--- src/rtl/vga_timing_gen.sv ---
// VGA raster timing generator: pixel-rate enable, h/v counters, sync/blank
// aligned to sprite ROM latency, and a per-frame pulse with frame counter.
module vga_timing_gen #(
    parameter int unsigned H_VISIBLE  = 640,
    parameter int unsigned H_FP       = 16,
    parameter int unsigned H_SYNC     = 96,
    parameter int unsigned H_BP       = 48,
    parameter int unsigned V_VISIBLE  = 480,
    parameter int unsigned V_FP       = 10,
    parameter int unsigned V_SYNC     = 2,
    parameter int unsigned V_BP       = 33,
    parameter int unsigned PIPE_DELAY = 1
) (
    input  logic       Clk,
    input  logic       Reset_n,
    output logic       pixel_clk,
    output logic [9:0] DrawX,
    output logic [9:0] DrawY,
    output logic       hs,
    output logic       vs,
    output logic       blank,
    output logic       sync,
    output logic       frame_start,
    output logic [7:0] frame_count
);

    localparam logic [9:0] H_LAST   = 10'(H_VISIBLE + H_FP + H_SYNC + H_BP - 1);
    localparam logic [9:0] V_LAST   = 10'(V_VISIBLE + V_FP + V_SYNC + V_BP - 1);
    localparam logic [9:0] HS_FIRST = 10'(H_VISIBLE + H_FP);
    localparam logic [9:0] HS_LAST  = 10'(H_VISIBLE + H_FP + H_SYNC - 1);
    localparam logic [9:0] VS_FIRST = 10'(V_VISIBLE + V_FP);
    localparam logic [9:0] VS_LAST  = 10'(V_VISIBLE + V_FP + V_SYNC - 1);
    localparam logic [9:0] H_VIS    = 10'(H_VISIBLE);
    localparam logic [9:0] V_VIS    = 10'(V_VISIBLE);

    logic       pix_en;
    logic [9:0] hc;
    logic [9:0] vc;
    logic       h_end;
    logic       v_end;
    logic       hs_raw;
    logic       vs_raw;
    logic       blank_raw;

    assign h_end = (hc == H_LAST);
    assign v_end = (vc == V_LAST);

    always_ff @(posedge Clk or negedge Reset_n) begin
        if (!Reset_n) begin
            pix_en      <= 1'b0;
            hc          <= '0;
            vc          <= '0;
            frame_start <= 1'b0;
            frame_count <= '0;
        end else begin
            pix_en      <= ~pix_en;
            // Evaluated every Clk so the following non-tick edge clears it: one Clk wide.
            frame_start <= pix_en & h_end & v_end;
            if (pix_en) begin
                hc <= h_end ? '0 : hc + 10'd1;
                if (h_end) begin
                    vc <= v_end ? '0 : vc + 10'd1;
                end
                if (h_end && v_end) begin
                    frame_count <= frame_count + 8'd1;
                end
            end
        end
    end

    always_comb begin
        hs_raw    = ~((hc >= HS_FIRST) && (hc <= HS_LAST));
        vs_raw    = ~((vc >= VS_FIRST) && (vc <= VS_LAST));
        blank_raw = (hc < H_VIS) && (vc < V_VIS);
    end

    generate
        if (PIPE_DELAY == 0) begin : g_no_delay
            assign {hs, vs, blank} = {hs_raw, vs_raw, blank_raw};
        end else begin : g_delay
            // Each stage holds {hs, vs, blank}; reset value is the inactive pattern.
            logic [2:0] stage [PIPE_DELAY];

            always_ff @(posedge Clk or negedge Reset_n) begin
                if (!Reset_n) begin
                    for (int unsigned i = 0; i < PIPE_DELAY; i++) begin
                        stage[i] <= 3'b110;
                    end
                end else if (pix_en) begin
                    stage[0] <= {hs_raw, vs_raw, blank_raw};
                    for (int unsigned i = 1; i < PIPE_DELAY; i++) begin
                        stage[i] <= stage[i-1];
                    end
                end
            end

            assign {hs, vs, blank} = stage[PIPE_DELAY-1];
        end
    endgenerate

    assign pixel_clk = pix_en;
    assign DrawX     = hc;
    assign DrawY     = vc;
    assign sync      = 1'b0;

endmodule

--- config.mk ---
export PLATFORM = sky130hd
export DESIGN_NAME = vga_timing_gen
export DESIGN_NICKNAME = d
export VERILOG_FILES = /design/src/rtl/vga_timing_gen.sv
export SDC_FILE = /design/constraint.sdc
export NUM_CORES = 1
export LEC_CHECK = 0
export BUFFER_PORTS_ARGS = -buffer_cell sky130_fd_sc_hd__buf_2
export CAP_MARGIN = 20
export CORE_MARGIN = 2
export CORE_UTILIZATION = 44
export CTS_BUF_LIST = sky130_fd_sc_hd__clkbuf_4 sky130_fd_sc_hd__clkbuf_8
export DETAILED_ROUTE_END_ITERATION = 10
export PLACE_DENSITY = 0.69
export SKIP_CTS_REPAIR_TIMING = 1
export SLEW_MARGIN = 20
export SYNTH_ARGS = -nofsm -noshare
export SYNTH_HDL_FRONTEND = slang
export SYNTH_SLANG_ARGS = --single-unit
--- constraint.sdc ---
create_clock -name Clk -period 2.6 [get_ports Clk]
set_clock_uncertainty 0.2 [all_clocks]
set_input_delay 0.26 -clock Clk [delete_from_list [all_inputs] [get_ports Clk]]
set_output_delay 0.26 -clock Clk [all_outputs]
set_load 0.01 [all_outputs]
==> results of run 1 <==
==> flip-flops by register name, indices dropped and copies added, names as in the netlist <==
| signal | flops |
|---|---|
| DrawX | 10 |
| DrawY | 10 |
| frame_count | 8 |
| frame_start | 1 |
| g_delay.stage | 3 |
| pixel_clk | 1 |
==> worst min path at each step <==
stage               depth (start not counted)            from              to  slack (ps)
floorplan                                   0         Reset_n        DrawX[0]        -240
global placement                            1         Reset_n        DrawX[4]         150
detailed placement                          1         Reset_n        DrawX[4]         160
CTS                                         1         Reset_n        DrawX[6]        -150
global route                                1  frame_count[7]  frame_count[7]         290
finish                                      1  frame_count[7]  frame_count[7]         270
==> through the flow <==
stage	area, um2	setup WS, ps	total power (W)	util (%)
final	2000	109	0.000926	55.4
after global routing	2000	2.14	0.000961	55.4
after CTS	1990	97.6	0.000934	55.2
after detailed placement	1900	125	0.000534	52.6
after global placement	1900	169	0.000534	52.6
after floorplan	1640	158	0.000525	-
==> final cells by class <==
cell class,count,area (um2),share of cell area (%)
clock buffer,8,91.3,4.57
multi-input combinational,108,749,37.5
inverter,8,30.0,1.50
timing repair buffer,43,240,12.0
sequential,33,828,41.4
tap,48,60.1,3.00
==> critical path: stages, from the launching register on <==
cell and delay [ps]:
dfrtp_1 430, or4b_1 580, or3_1 590, nor2_4 240
mux2_1 340
==> logic make-up (layout without fill, tap and decap cells) <==
kind of cell               Yosys count  in the layout  share of synthesized area [%]
adders and majority gates            6              6                           4.59
AOI/OAI and AO/OA                   16             16                           5.89
and+or+nand+nor                     63             63                           23.1
muxes                                2              2                           1.30
buffers and inverters               13             59                           3.52
other                                1              1                          0.229
xor gates and xnor gates            20             20                           10.7
DFF                                 33             33                           50.7
==> synthesized netlist by cell type (all sizes together) <==
cell      n  share of area [%]
clkbuf    2               0.46
or4       1               0.69
nor3      7                2.1
or3       2               0.76
o311ai    2                1.1
nand4     8                3.1
ha        6                4.6
nor4bb    1               0.61
a32o      1               0.61
a2bb2oi   1               0.54
and3      5                1.9
or4b      1               0.61
nor4b     1               0.54
dfrtp    31                 47
nor3b     1               0.46
nand2b    1               0.38
nand2    10                2.3
a21oi     2               0.61
nor4      5                3.6
dfstp     2                3.2
buf       3                1.2
mux2      1               0.69
conb      1               0.23
nor2     11                3.0
mux2i     1               0.61
and2      1               0.38
xnor2     9                4.8
xor2     11                5.9
and4      1               0.54
nand3     7                2.1
o21ai    10                3.1
inv       8                1.8
==> where the power goes <==
| group | switching, W | internal [W] |
|---|---|---|
| combinational | 0.0000104 | 0.00000150 |
| sequential | 0 | 0.000514 |
| clock | 0.000179 | 0.000221 |
==> per-layer routing <==
layer	vias up	share of wire [%]
met1	629	47
li1	629	-
met3	5	5.6
met4	0	1.6
met5	-	0
met2	36	46
==> layout by cell type, fill, tap and decap left out, types with 2 or more instances in the layout <==
| cell type | instances |
|---|---|
| nand4_1 | 8 |
| xor2_1 | 11 |
| clkbuf_8 | 5 |
| nor2_1 | 10 |
| inv_1 | 8 |
| nor4_1 | 2 |
| clkbuf_4 | 3 |
| dfstp_2 | 2 |
| nand3_1 | 7 |
| and3_1 | 5 |
| o21ai_0 | 8 |
| nand2_1 | 10 |
| o21ai_1 | 2 |
| o311ai_0 | 2 |
| dfrtp_1 | 31 |
| xnor2_1 | 9 |
| a21oi_1 | 2 |
| nor4_2 | 2 |
| buf_2 | 34 |
| or3_1 | 2 |
| nor3_1 | 7 |
| buf_4 | 8 |
| ha_1 | 6 |
==> results.toml, run 1 <==
[grt]
met1_usage_pct = 23.9
use_met2_pct = 29.8
grt_overflow = 0
grt_first_pass_wirelength_um = 5950
antenna_found_initial = 0
grt_max_degree = 34
grt_pass1_vias = 1255
met3_usage_pct = 5.90
grt-busiest-layer = "met2"
grt_usage_pct = 18.6

[hold_path]
min_path_type = "register to register"

[placement]
post-dp-hpwl_um = 2560
gp_congestion = 0.859
portBuffers = 34
dp.cells = 239

[die]
row_count = 22
die_x_um = 65.0
io_pins = 36
start_util_pct = 45.4
die_h_um = 65.0
core-area_um2 = 3610
dieArea_um2 = 4220

[synthesis]
synth_area_um2 = 1640
syn_nets = 162
netlist_instances = 154
yosysSeqAreaShare_pct = 50.7
yosysWarnings = 0
syn_area_per_cell_um2 = 10.6
ys_ff_latch = 33
synthDistinctLibCells = 37

[worst_setup_path]
rrSetupSlack_ps = 110
worstSetupPathType = "register to register"
r2r-start = "DrawX[6]"
end_kind = "register"
startpoint = "DrawX[6]"
rr_worst_depth = 4
worstReg2RegEnd = "frame_count[1]"
endpoint = "frame_count[1]"
arrival_ps = 2460
critPathMaxFanout = 9
cp.required_ps = 2570
startpoint_type = "register"

[cts]
cts.clk_slew.worst_paths_ps = 70
clock_latency_ps = 280
cts.sinks = 33
cts_buffer_depth = 2
h-tree-depth = 2
clockRootBuffer = "clkbuf_8"
cts_made_buffers = 5
cts_tree = "built"

[detailed_routing]
drt_iter0_drc = 68
dr.pass1.iters = 4
ant_nets = 0
vias = 1299
drt_wl_total_um = 3490
drcViolationCount = 0
routed_via_density = 5.24
wl_per_cell_um = 14.1

[sta]
fin_crit_sh_pct = 95.8
setup_violations = 0
maxSlewViolCount = 0
tightestPinTransition_ps = 737
rsz0062_at_grt = "no"
finalSetupTns_ps = 0
max_freq_mhz = 401
hold_viol = 0
whs_ps = 274
fin_crit_ps = 2490
relSlewSlack_pct = 50.9

[finish]
nFillCells = 338
final_cell_count_no_fill = 248
areaGrowthSynthToFinish_pct = 22.3
num_antenna_cells = 0
final_layout_size_suffix_gt1_share_pct = 28.5
final_nets = 207

[power]
p_leak_nw = 0.994
max-vdd-ir-drop_v = 0.000312
powerDensity_nw_per_um2 = 463

[job]
maxCapViolCount = 0

[outcome]
status = "completed"
Note: power is estimated with default switching activity, not from simulation.
==> run 2, diff against run 1 <==
--- a/config.mk
+++ b/config.mk
@@ -11,7 +11,7 @@
 export CORE_UTILIZATION = 44
 export CTS_BUF_LIST = sky130_fd_sc_hd__clkbuf_4 sky130_fd_sc_hd__clkbuf_8
 export DETAILED_ROUTE_END_ITERATION = 10
-export PLACE_DENSITY = 0.69
+export PLACE_DENSITY = 0.67
 export SKIP_CTS_REPAIR_TIMING = 1
 export SLEW_MARGIN = 20
 export SYNTH_ARGS = -nofsm -noshare
==> constraint.sdc (replaced) <==
create_clock -name Clk -period 2.5 [get_ports Clk]
set_clock_uncertainty 0.2 [all_clocks]
set_input_delay 0.25 -clock Clk [delete_from_list [all_inputs] [get_ports Clk]]
set_output_delay 0.25 -clock Clk [all_outputs]
set_load 0.01 [all_outputs]
==> run 2 against run 1 <==
Net effect:
- non-clock buffer count increased by 2
- die area unchanged
- critical path depth is the same
- clock-buffer cell count fell by 1
- sequential share of layout area shrank 0.61 points
- sequential power grew 4%
- design area increased by 1.5%
- total power rose by 6.2%
- utilization increased by 0.83 points
==> results.toml, run 2 (synthesized netlist as in run 1, its figures left out) <==
[worst_setup_path]
end_kind = "register"
rrSetupSlack_ps = 200
r2r-start = "DrawX[6]"
startpoint = "DrawX[6]"
startpoint_type = "register"
worstSetupPathType = "register to register"
arrival_ps = 2310
critPathMaxFanout = 5
cp.required_ps = 2510

[sta]
rsz0062_at_grt = "no"
setup_violations = 0
tightestPinTransition_ps = 722
relSlewSlack_pct = 51.9
fin_crit_ps = 2300
hold_viol = 0
max_freq_mhz = 435
whs_ps = 277
finalSetupTns_ps = 0
fin_crit_sh_pct = 92.0
maxSlewViolCount = 0

[detailed_routing]
drcViolationCount = 0
routed_via_density = 5.20
dr.pass1.iters = 4
ant_nets = 0
vias = 1299
wl_per_cell_um = 13.9
drt_iter0_drc = 60
drt_wl_total_um = 3480

[die]
start_util_pct = 45.4
row_count = 22
io_pins = 36
die_x_um = 65.0
dieArea_um2 = 4220
core-area_um2 = 3610
die_h_um = 65.0

[finish]
nFillCells = 350
final_cell_count_no_fill = 250
final_nets = 209
regArea_um2 = 828
multi_input_area_um2 = 754
num_antenna_cells = 0
layout_common_cells = "buf_2 (34), dfrtp_1 (31), xor2_1 (11)"
final_layout_size_suffix_gt1_share_pct = 29.7
mostFrequentLayoutCell = "buf_2"
utilization_pct = 56.3
areaGrowthSynthToFinish_pct = 24.1

[cts]
clockRootBuffer = "clkbuf_8"
cts_tree = "built"
cts_made_buffers = 5
cts_buffer_depth = 2
clock_latency_ps = 290
cts.clk_slew.worst_paths_ps = 70
h-tree-depth = 2
cts.sinks = 33

[hold_path]
hold_start = "frame_count[7]"
min_path_type = "register to register"

[grt]
grt_first_pass_wirelength_um = 5720
antenna_found_initial = 0
grt_max_degree = 34
grt_pass1_vias = 1248
grt_usage_pct = 18.3
grt_overflow = 0

[power]
total_power_w = 0.000983
powerDensity_nw_per_um2 = 484
p_leak_nw = 1.01
max-vdd-ir-drop_v = 0.000333

[job]
maxCapViolCount = 0

[placement]
dp.cells = 241
portBuffers = 34
post-dp-hpwl_um = 2600
gp_congestion = 0.856

[outcome]
status = "completed"
-- run 2: layout make-up --
type                       instances  area share [%]
inverter                           8            1.48
clock buffer                       7            4.75
multi-input combinational        108            37.2
sequential                        33            40.8
clock inverter                     1           0.247
timing repair buffer              45            12.6
tap                               48            2.96
-- run 2: worst max-delay path: stages (launching register included) --
cell	delay [ps]
dfrtp_1	370
or4b_1	610
or4_4	570
or3_1	320
a21oi_1	150
-- run 2: path summary, 6_finish.rpt --
path / to / cells past startpoint
setup / recovery: DrawY[4] / 4
hold / removal: frame_count[7] / 1
max in group asynchronous: DrawX[5] / 2
setup reg to reg: DrawY[4] / 4
min in group asynchronous: DrawX[6] / 2
hold reg to reg: frame_count[7] / 1
-- run 2: report_power, final --
part	internal, W	leakage [nW]	switching [W]
Sequential	0.000534	0.435	0
Clock	0.000248	0.0542	0.000188
Combinational	0.00000156	0.524	0.0000106
-- run 2: layer usage --
metal	GRT usage, %	up-vias	share of wire [%]
met1	23.8	629	45
met5	0	-	0
met3	4.69	7	4.5
met4	9.57	0	2.1
li1	-	634	-
met2	28.1	29	49
-- run 2: stage by stage --
step           worst slack [ps]  cell area (um2)
2_1_floorplan              58.0             1640
3_3_place_gp                140             1910
3_5_place_dp               81.0             1910
4_1_cts                    73.5             2010
5_1_grt                    73.3             2030
6_report                    201             2030
==> run 3, diff against run 2 <==
--- a/config.mk
+++ b/config.mk
@@ -7,7 +7,6 @@
 export LEC_CHECK = 0
 export BUFFER_PORTS_ARGS = -buffer_cell sky130_fd_sc_hd__buf_2
 export CAP_MARGIN = 20
-export CORE_MARGIN = 2
 export CORE_UTILIZATION = 44
 export CTS_BUF_LIST = sky130_fd_sc_hd__clkbuf_4 sky130_fd_sc_hd__clkbuf_8
 export DETAILED_ROUTE_END_ITERATION = 10
==> run 3 against run 2 <==
Net effect:
- register-to-register slack lost 20 ps
- non-clock buffer count is the same
- total power is 4.6% lower
- critical path type unchanged
- largest cell class unchanged
- highest routed layer unchanged
- critical endpoint unchanged
- sequential share of layout area grew 0.30 points
==> results.toml, run 3 (synthesized netlist as in run 1, its figures left out) <==
[outcome]
status = "completed"

[worst_setup_path]
slowest_stage = "or4b_1"
end_kind = "register"
worstSetupPathType = "register to register"
endpoint = "DrawY[4]"
startpoint = "DrawX[5]"
slowest_delay_ps = 570
rr_worst_depth = 4
cp.required_ps = 2510
arrival_ps = 2330
startpoint_type = "register"
crit_path_cell_trace = "or4b_1 > or4_4 > or3_1 > a21oi_1"
worstReg2RegEnd = "DrawY[4]"
rrSetupSlack_ps = 180
critPathMaxFanout = 7
r2r-start = "DrawX[5]"

[sta]
setup_violations = 0
relSlewSlack_pct = 53.0
hold_viol = 0
max_freq_mhz = 431
fin_ws_ps = 181
fin_crit_ps = 2320
finalSetupTns_ps = 0
maxSlewViolCount = 0
rsz0062_at_grt = "no"
tightestPinTransition_ps = 705
fin_crit_sh_pct = 92.8

[placement]
portBuffers = 34
post-dp-hpwl_um = 2360
dp_slack_ps = 74.3
dp.cells = 239
gp_congestion = 0.775

[cts]
cts_made_buffers = 5
cts_tree = "built"
clockRootBuffer = "clkbuf_8"
cts_buffer_depth = 2
clock_latency_ps = 280
h-tree-depth = 2
cts.clk_slew.worst_paths_ps = 60
cts.sinks = 33

[finish]
multi_input_area_um2 = 754
layout_common_cells = "buf_2 (34), dfrtp_1 (31), xor2_1 (11)"
final_cell_count_no_fill = 248
mostFrequentLayoutCell = "buf_2"
nFillCells = 330
areaGrowthSynthToFinish_pct = 23.2
final_nets = 209
num_antenna_cells = 0
regArea_um2 = 828
final_layout_size_suffix_gt1_share_pct = 29.7

[grt]
grt_pass1_vias = 1216
grt_usage_pct = 18.0
antenna_found_initial = 0
grt_overflow = 0
grt_max_degree = 34
grt_first_pass_wirelength_um = 5420

[detailed_routing]
drt_iter0_drc = 68
wl_per_cell_um = 12.9
ant_nets = 0
routed_via_density = 5.12
dr.pass1.iters = 4
vias = 1270
drt_wl_total_um = 3210
drcViolationCount = 0

[die]
start_util_pct = 47.5
dieArea_um2 = 3960
die_h_um = 63.0
row_count = 21
core-area_um2 = 3440
io_pins = 36
die_x_um = 63.0

[power]
max-vdd-ir-drop_v = 0.000284
powerDensity_nw_per_um2 = 466
p_leak_nw = 1.01

[hold_path]
min_path_type = "register to register"

[job]
maxCapViolCount = 0
==> run 3: cell types whose count changed in the layout (fill, tap and decap cells not counted) <==
cell	before	now
clkbuf_4	0	2
clkbuf_8	7	5
==> run 3: critical path: cells and delay by family (launching register included) <==
kind,cells,cell delay [ps]
flip-flops,1,440
AND/OR/NAND/NOR,3,1460
AO/OA/AOI/OAI,1,150
==> run 3: through the flow <==
stage / total power [W] / hold slack (ps) / util [%] / instance area [um2]
detailed placement: 0.000556 / 146 / 55.5 / 1910
global route: 0.000982 / 281 / 58.5 / 2010
floorplan: 0.000546 / -246 / - / 1640
CTS: 0.000952 / -164 / 58.1 / 2000
global placement: 0.000555 / 134 / 55.5 / 1910
finish: 0.000938 / 272 / 58.5 / 2010
==> run 3: worst min-delay path by stage <==
stage / startpoint / cells after the start / slack [ps] / to
2_1_floorplan: Reset_n / 0 / -250 / DrawX[0]
3_3_place_gp: Reset_n / 1 / 130 / DrawX[1]
3_5_place_dp: Reset_n / 1 / 150 / DrawX[0]
4_1_cts: Reset_n / 1 / -160 / DrawX[5]
5_1_grt: frame_count[7] / 1 / 280 / frame_count[7]
6_report: frame_count[7] / 1 / 270 / frame_count[7]
==> run 3: where the power goes <==
part	internal (W)	switching, W
registers	0.000534	0
logic	0.00000156	0.0000104
clock network	0.000216	0.000175
total	0.000752	0.000185
==> run 3: area by class of cell <==
| class | count | share of cell area [%] |
|---|---|---|
| clock buffers | 7 | 4.16 |
| clock inverters | 1 | 0.248 |
| inverters | 8 | 1.49 |
| multi-input cells | 108 | 37.5 |
| flip-flops and latches | 33 | 41.1 |
| well taps | 46 | 2.86 |
| repair buffers | 45 | 12.7 |
==> run 3: metal layers <==
metal	track usage, %	up-vias	share of wire [%]
li1	-	629	-
met1	21.0	608	46
met2	29.8	26	48
met3	4.38	7	3.7
met4	10.5	0	2.2
met5	0	-	0
